$ cat config.mk
export PLATFORM = sky130hd
export DESIGN_NAME = scpu_run_ctrl_flat
export DESIGN_NICKNAME = d
export VERILOG_FILES = /design/src/rtl/scpu_run_ctrl_if.sv /design/src/rtl/scpu_run_ctrl.sv /design/src/flat_wrapper.sv
export SDC_FILE = /design/constraint.sdc
export NUM_CORES = 1
export LEC_CHECK = 0
export ABC_AREA = 1
export BUFFER_PORTS_ARGS = -buffer_cell sky130_fd_sc_hd__clkbuf_2
export CAP_MARGIN = 10
export CORE_ASPECT_RATIO = 0.9
export CORE_MARGIN = 2
export CORE_UTILIZATION = 45
export DETAILED_ROUTE_END_ITERATION = 7
export MAX_ROUTING_LAYER = met4
export PLACE_DENSITY = 0.79
export SLEW_MARGIN = 20
export SYNTH_ARGS = -nofsm -noshare
export SYNTH_HDL_FRONTEND = slang
export SYNTH_SLANG_ARGS = --single-unit
$ cat constraint.sdc
create_clock -name clk -period 2.04 [get_ports clk]
set_input_delay 0.102 -clock clk [delete_from_list [all_inputs] [get_ports clk]]
set_output_delay 0.102 -clock clk [all_outputs]
set_load 0.01 [all_outputs]
$ cat src/rtl/scpu_run_ctrl_if.sv
// scpu_run_ctrl_if: host command, breakpoint, CPU-side and status signals of the run/step controller.
interface scpu_run_ctrl_if;
    logic        cmd_valid;
    logic        cmd_ready;
    logic [1:0]  cmd_op;
    logic [7:0]  cmd_arg;
    logic        bp_en;
    logic [7:0]  bp_addr;
    logic [7:0]  pc;
    logic [7:0]  instruction;
    logic        cpu_en;
    logic        trace_valid;
    logic [7:0]  trace_insn;
    logic        halted;
    logic [2:0]  halt_cause;
    logic [15:0] retired_cnt;
    modport master (
        output cmd_valid, cmd_op, cmd_arg, bp_en, bp_addr, pc, instruction,
        input  cmd_ready, cpu_en, trace_valid, trace_insn, halted, halt_cause, retired_cnt
    );
    modport slave (
        input  cmd_valid, cmd_op, cmd_arg, bp_en, bp_addr, pc, instruction,
        output cmd_ready, cpu_en, trace_valid, trace_insn, halted, halt_cause, retired_cnt
    );
endinterface

$ cat src/rtl/scpu_run_ctrl.sv
// scpu_run_ctrl: run/step/breakpoint controller gating CPU commits, with retire trace and counter.
module scpu_run_ctrl (
    input  logic           clk,
    input  logic           rst_n,
    scpu_run_ctrl_if.slave bus
);
    localparam logic [7:0] HALT_OPCODE = 8'hFF;
    typedef enum logic [1:0] {S_HALTED, S_RUN, S_STEP} state_e;
    state_e      state_q, state_d;
    logic [7:0]  remain_q, remain_d;
    logic [2:0]  cause_q, cause_d;
    logic        skip_q, skip_d;
    logic [15:0] cnt_q;
    logic        tv_q;
    logic [7:0]  ti_q;
    logic        running, cmd_fire, host_halt, go, bp_hit, halt_hit, cpu_en, last_step;
    assign running   = state_q != S_HALTED;
    assign cmd_fire  = bus.cmd_valid & bus.cmd_ready;
    assign host_halt = cmd_fire & running & (bus.cmd_op == 2'd3);
    assign go        = cmd_fire & !running & ((bus.cmd_op == 2'd1) | (bus.cmd_op == 2'd2));
    // skip lets a resumed run issue the instruction sitting on the breakpoint PC
    assign bp_hit    = bus.bp_en & (bus.pc == bus.bp_addr) & !skip_q;
    assign halt_hit  = bus.instruction == HALT_OPCODE;
    assign cpu_en    = running & !host_halt & !halt_hit & !bp_hit;
    assign last_step = (state_q == S_STEP) & (remain_q == 8'd1);
    always_ff @(posedge clk or negedge rst_n) begin
        if (!rst_n) state_q <= S_HALTED;
        else        state_q <= state_d;
    end
    always_comb begin
        state_d = go ? ((bus.cmd_op == 2'd1) ? S_RUN : S_STEP) :
                  (cpu_en & !last_step) ? state_q : S_HALTED;
    end
    always_comb begin
        bus.cmd_ready   = !running | (bus.cmd_op == 2'd3) | (bus.cmd_op == 2'd0);
        bus.cpu_en      = cpu_en;
        bus.halted      = !running;
        bus.halt_cause  = cause_q;
        bus.trace_valid = tv_q;
        bus.trace_insn  = ti_q;
        bus.retired_cnt = cnt_q;
    end
    always_comb begin
        remain_d = go ? ((bus.cmd_arg == 8'd0) ? 8'd1 : bus.cmd_arg) :
                   (cpu_en & (state_q == S_STEP)) ? remain_q - 8'd1 : remain_q;
        skip_d   = go | (skip_q & !cpu_en);
        cause_d  = !running ? cause_q :
                   host_halt ? 3'd1 :
                   halt_hit  ? 3'd4 :
                   bp_hit    ? 3'd2 :
                   last_step ? 3'd3 : cause_q;
    end
    always_ff @(posedge clk or negedge rst_n) begin
        if (!rst_n) begin
            remain_q <= 8'd0;
            cause_q  <= 3'd0;
            skip_q   <= 1'b0;
            cnt_q    <= 16'd0;
            tv_q     <= 1'b0;
            ti_q     <= 8'd0;
        end else begin
            remain_q <= remain_d;
            cause_q  <= cause_d;
            skip_q   <= skip_d;
            cnt_q    <= cnt_q + {15'd0, cpu_en};
            tv_q     <= cpu_en;
            ti_q     <= bus.instruction;
        end
    end
endmodule
$ cat src/flat_wrapper.sv
// flat-port wrapper written by rule: the top's interface ports become plain ports
module scpu_run_ctrl_flat 
  (clk, rst_n, bus_cmd_valid, bus_cmd_op, bus_cmd_arg, bus_bp_en, bus_bp_addr, bus_pc, bus_instruction, bus_cmd_ready, bus_cpu_en, bus_trace_valid, bus_trace_insn, bus_halted, bus_halt_cause, bus_retired_cnt);
  scpu_run_ctrl_if bus_i ();
  input  logic clk;
  input  logic rst_n;
  input wire logic [$bits(bus_i.cmd_valid)-1:0] bus_cmd_valid;
  input wire logic [$bits(bus_i.cmd_op)-1:0] bus_cmd_op;
  input wire logic [$bits(bus_i.cmd_arg)-1:0] bus_cmd_arg;
  input wire logic [$bits(bus_i.bp_en)-1:0] bus_bp_en;
  input wire logic [$bits(bus_i.bp_addr)-1:0] bus_bp_addr;
  input wire logic [$bits(bus_i.pc)-1:0] bus_pc;
  input wire logic [$bits(bus_i.instruction)-1:0] bus_instruction;
  output wire logic [$bits(bus_i.cmd_ready)-1:0] bus_cmd_ready;
  output wire logic [$bits(bus_i.cpu_en)-1:0] bus_cpu_en;
  output wire logic [$bits(bus_i.trace_valid)-1:0] bus_trace_valid;
  output wire logic [$bits(bus_i.trace_insn)-1:0] bus_trace_insn;
  output wire logic [$bits(bus_i.halted)-1:0] bus_halted;
  output wire logic [$bits(bus_i.halt_cause)-1:0] bus_halt_cause;
  output wire logic [$bits(bus_i.retired_cnt)-1:0] bus_retired_cnt;
  assign bus_i.cmd_valid = bus_cmd_valid;
  assign bus_i.cmd_op = bus_cmd_op;
  assign bus_i.cmd_arg = bus_cmd_arg;
  assign bus_i.bp_en = bus_bp_en;
  assign bus_i.bp_addr = bus_bp_addr;
  assign bus_i.pc = bus_pc;
  assign bus_i.instruction = bus_instruction;
  assign bus_cmd_ready = bus_i.cmd_ready;
  assign bus_cpu_en = bus_i.cpu_en;
  assign bus_trace_valid = bus_i.trace_valid;
  assign bus_trace_insn = bus_i.trace_insn;
  assign bus_halted = bus_i.halted;
  assign bus_halt_cause = bus_i.halt_cause;
  assign bus_retired_cnt = bus_i.retired_cnt;
  scpu_run_ctrl u_core (.clk(clk), .rst_n(rst_n), .bus(bus_i));
endmodule
==> reports/metrics.json <==
{
  "dp_cells": {"value": 382},
  "io_pins": {"value": 69},
  "final_skew": {"value": 4.71, "unit": "ps"},
  "synth_top_cell_area_share": {"value": 46.8, "unit": "%"},
  "wire_per_inst": {"value": 11.5, "unit": "µm"},
  "wirelength": {"value": 4660, "unit": "µm"},
  "worst_setup_path_end_kind": {"value": "register"},
  "p_leak": {"value": 1.58, "unit": "nW"},
  "worstSkewPairLatency": {"value": 300, "unit": "ps"},
  "numCtsBuffers": {"value": 5},
  "tightestPinTransition": {"value": 490, "unit": "ps"},
  "grt-busiest-layer": {"value": "met2"},
  "core_area": {"value": 0.00446, "unit": "mm²"},
  "fmax": {"value": 456, "unit": "MHz"},
  "post_synth_instance_area": {"value": 0.00208, "unit": "mm²"},
  "max_capacitance_violation_count": {"value": 0},
  "ys_warn_count": {"value": 0},
  "worst_path_largest_cell_delay": {"value": 410, "unit": "ps"},
  "core.rowCount": {"value": 23},
  "die-area": {"value": 0.00519, "unit": "mm²"},
  "number_of_instances_in_the_synthesized_netlist": {"value": 246},
  "clkSinkCount": {"value": 39},
  "final_max_slew_viol_count": {"value": 0},
  "post_synthesis_area_per_instance": {"value": 8.47, "unit": "µm²"},
  "synth_nets": {"value": 291},
  "part_of_the_yosys_area_used_for_sequential_elements": {"value": 46.8, "unit": "%"},
  "portBuffers": {"value": 68},
  "post_layout_nonfiller_instances": {"value": 407},
  "worstSetupPathType": {"value": "reg2reg"},
  "path_cells": {"value": "nor2_4, inv_2, nand3_4, nand2_4, nor2_4, and2_4, ha_4, ha_4, nand2_4, nor2_4, nand3_2, nor2_2, nand4_2, buf_4, xnor2_1"},
  "num_antenna_cells": {"value": 0},
  "timing.critical_path.mode_cell": {"value": "nor2_4"},
  "detail_route.iter0.violations": {"value": 85},
  "timing.final.hold_violations": {"value": 0},
  "yosys.cell_types.count": {"value": 28},
  "vias": {"value": 1918},
  "detailed_placer_s_ending_hpwl": {"value": 3310, "unit": "µm"},
  "grtUsageTotal": {"value": 19.9, "unit": "%"},
  "finalPower": {"value": 3.48, "unit": "mW"},
  "grt_start_max_net_pins": {"value": 40},
  "die_height": {"value": 68.6, "unit": "µm"},
  "power_density": {"value": 1190, "unit": "mW/mm²"},
  "grt_pass1_wl": {"value": 7540, "unit": "µm"},
  "initial_core_util": {"value": 46.7, "unit": "%"},
  "die_width": {"value": 75.7, "unit": "µm"},
  "critical_path_peak_fanout": {"value": 3},
  "antenna_left": {"value": 0},
  "max-slew-margin-rel": {"value": 67.4, "unit": "%"},
  "final_core_utilization": {"value": 65.5, "unit": "%"},
  "post-route-worst-setup-slack": {"value": -154, "unit": "ps"},
  "drt-pass1-iter-count": {"value": 7},
  "outcome": {"value": "finished with violations"},
  "grt_remaining_overflow": {"value": 0},
  "final_min_period_over_clock_period": {"value": 108, "unit": "%"},
  "cts_h_tree_depth": {"value": 2},
  "failed_checks": {"value": "negative setup slack"},
  "post_synthesis_cell_type_with_the_largest_combined_area": {"value": "dfrtp_1"},
  "clock_tree_from_tritoncts": {"value": "built"},
  "global_route.usage.met2": {"value": 32.4, "unit": "%"},
  "hp-class": {"value": "in2reg"},
  "synth.area.top_cells": {"value": "dfrtp_1, nand2_1, xor2_1"},
  "drive_above_1_share": {"value": 35.1, "unit": "%"},
  "routed_via_density": {"value": 4.71},
  "grt_use_met3": {"value": 5.09, "unit": "%"},
  "critical_path.slowest_cell": {"value": "dfrtp_1"},
  "path_clk_slew": {"value": 80, "unit": "ps"},
  "report.final.setup_viol": {"value": 7},
  "vdd_ir_drop_max": {"value": 648, "unit": "µV"},
  "timing.critical_path.arrival": {"value": 2380, "unit": "ps"},
  "cp-start-kind": {"value": "register"},
  "synth-seq-cells": {"value": 39},
  "setup_total_negative_slack": {"value": -566, "unit": "ps"},
  "clockBufferDepth": {"value": 2},
  "met1_usage": {"value": 23.3, "unit": "%"},
  "rsz0062_at_grt": {"value": "yes"},
  "vias_in_the_first_global_route": {"value": 1762},
  "period_minus_slack": {"value": 2190, "unit": "ps"},
  "area_growth": {"value": 40.2, "unit": "%"},
  "drc": {"value": 0},
  "antenna_violations_before_repair": {"value": 0},
  "holdWs": {"value": 127, "unit": "ps"},
  "layout.cells.most_common_list": {"value": "nand2_1, clkbuf_2, dfrtp_1"},
  "gpl.final_weighted_congestion": {"value": 0.819},
  "clock-root-buffer": {"value": "clkbuf_8"},
  "design.final.nets": {"value": 389},
  "cp_data_required_time": {"value": 2230, "unit": "ps"}
}
## kinds of logic after synthesis
logic type | after synthesis | share of synthesized area, %
AO/OA/AOI/OAI | 16 | 4.02
XOR/XNOR | 18 | 7.57
adder cells (fa/ha/maj) | 7 | 4.20
buffers and inverters | 31 | 5.71
flip-flops | 39 | 46.8
AND/OR/NAND/NOR | 135 | 31.7
## Yosys cell counts (all sizes together)
cell / instances
xor2: 12
nand4: 4
nand2: 72
nor3: 3
ha: 7
buf: 2
xnor2: 6
or2: 2
dfrtp: 39
inv: 29
a21boi: 1
nor4: 1
nand3: 24
o21ai: 11
a21oi: 3
nor2: 28
a31oi: 1
and2: 1
## per-layer routing
| metal | part of all wire [%] | wire, µm | vias up |
|---|---|---|---|
| met5 | 0 | 0 | - |
| met4 | 1.5 | 69 | 0 |
| met3 | 5.5 | 255 | 7 |
| met2 | 49 | 2310 | 61 |
| met1 | 44 | 2030 | 875 |
| li1 | - | - | 975 |
## registers in the layout, summed over array words and instances, names as in the netlist
signal	cells
u_core.bus.retired_cnt	16
u_core.bus.trace_insn	8
u_core.remain_q	8
u_core.bus.halt_cause	3
u_core.state_q	2
u_core.bus.trace_valid	1
u_core.skip_q	1
## where the power goes
group | internal, mW | switching (mW) | total [mW]
clock network | 0.489 | 0.280 | 0.769
registers | 0.997 | 0.236 | 1.23
logic | 0.665 | 0.814 | 1.48
total | 2.15 | 1.33 | 3.48
## final timing paths
kind / startpoint / endpoint / slack, ps / depth (start not counted)
setup / recovery: u_core.state_q[1]$_DFFE_PN0P_ / u_core.bus.retired_cnt[10]$_DFF_PN0_ / -150 / 15
hold / removal: bus_cmd_arg[7] / u_core.remain_q[7]$_DFFE_PN0P_ / 130 / 5
setup reg to reg: u_core.state_q[1]$_DFFE_PN0P_ / u_core.bus.retired_cnt[10]$_DFF_PN0_ / -150 / 15
hold reg to reg: u_core.bus.retired_cnt[15]$_DFF_PN0_ / u_core.bus.retired_cnt[15]$_DFF_PN0_ / 470 / 1
max in group asynchronous: rst_n / u_core.state_q[1]$_DFFE_PN0P_ / 1310 / 3
min in group asynchronous: rst_n / u_core.bus.trace_insn[0]$_DFF_PN0_ / 390 / 3
## cell type report
cell class                 instances  area, µm²
clock buffer                       6       72.6
multi-input combinational        176       1080
inverter                          29        109
sequential                        39        976
fill                             351       1540
tap                               62       77.6
clock inverter                     2       60.1
timing repair buffer              93        551
## critical path, delay by kind of cell, from the launching register on
family | cells | cell delay, ps
and+or+nand+nor | 10 | 1070
xor gates and xnor gates | 1 | 110
DFF | 1 | 410
buffers and inverters | 2 | 220
adders and majority gates | 2 | 270
## what timing repair did
action | CTS | global route
hold endpoints to repair | 47 | 0
endpoints found under the setup margin | 2 | 9
setup buffers | 0 | 8
resized for setup | 2 | 7
hold buffers | 9 | 0
gates cloned | 0 | 0
pin swaps | 0 | 13
## stage by stage
step / area (µm²) / setup slack, ps
2_1_floorplan: 2120 / -160
3_3_place_gp: 2590 / 44.6
3_5_place_dp: 2590 / -18.9
4_1_cts: 2820 / -47.4
5_1_grt: 2920 / -263
6_report: 2920 / -154
Note: power is estimated with default switching activity, not from simulation.
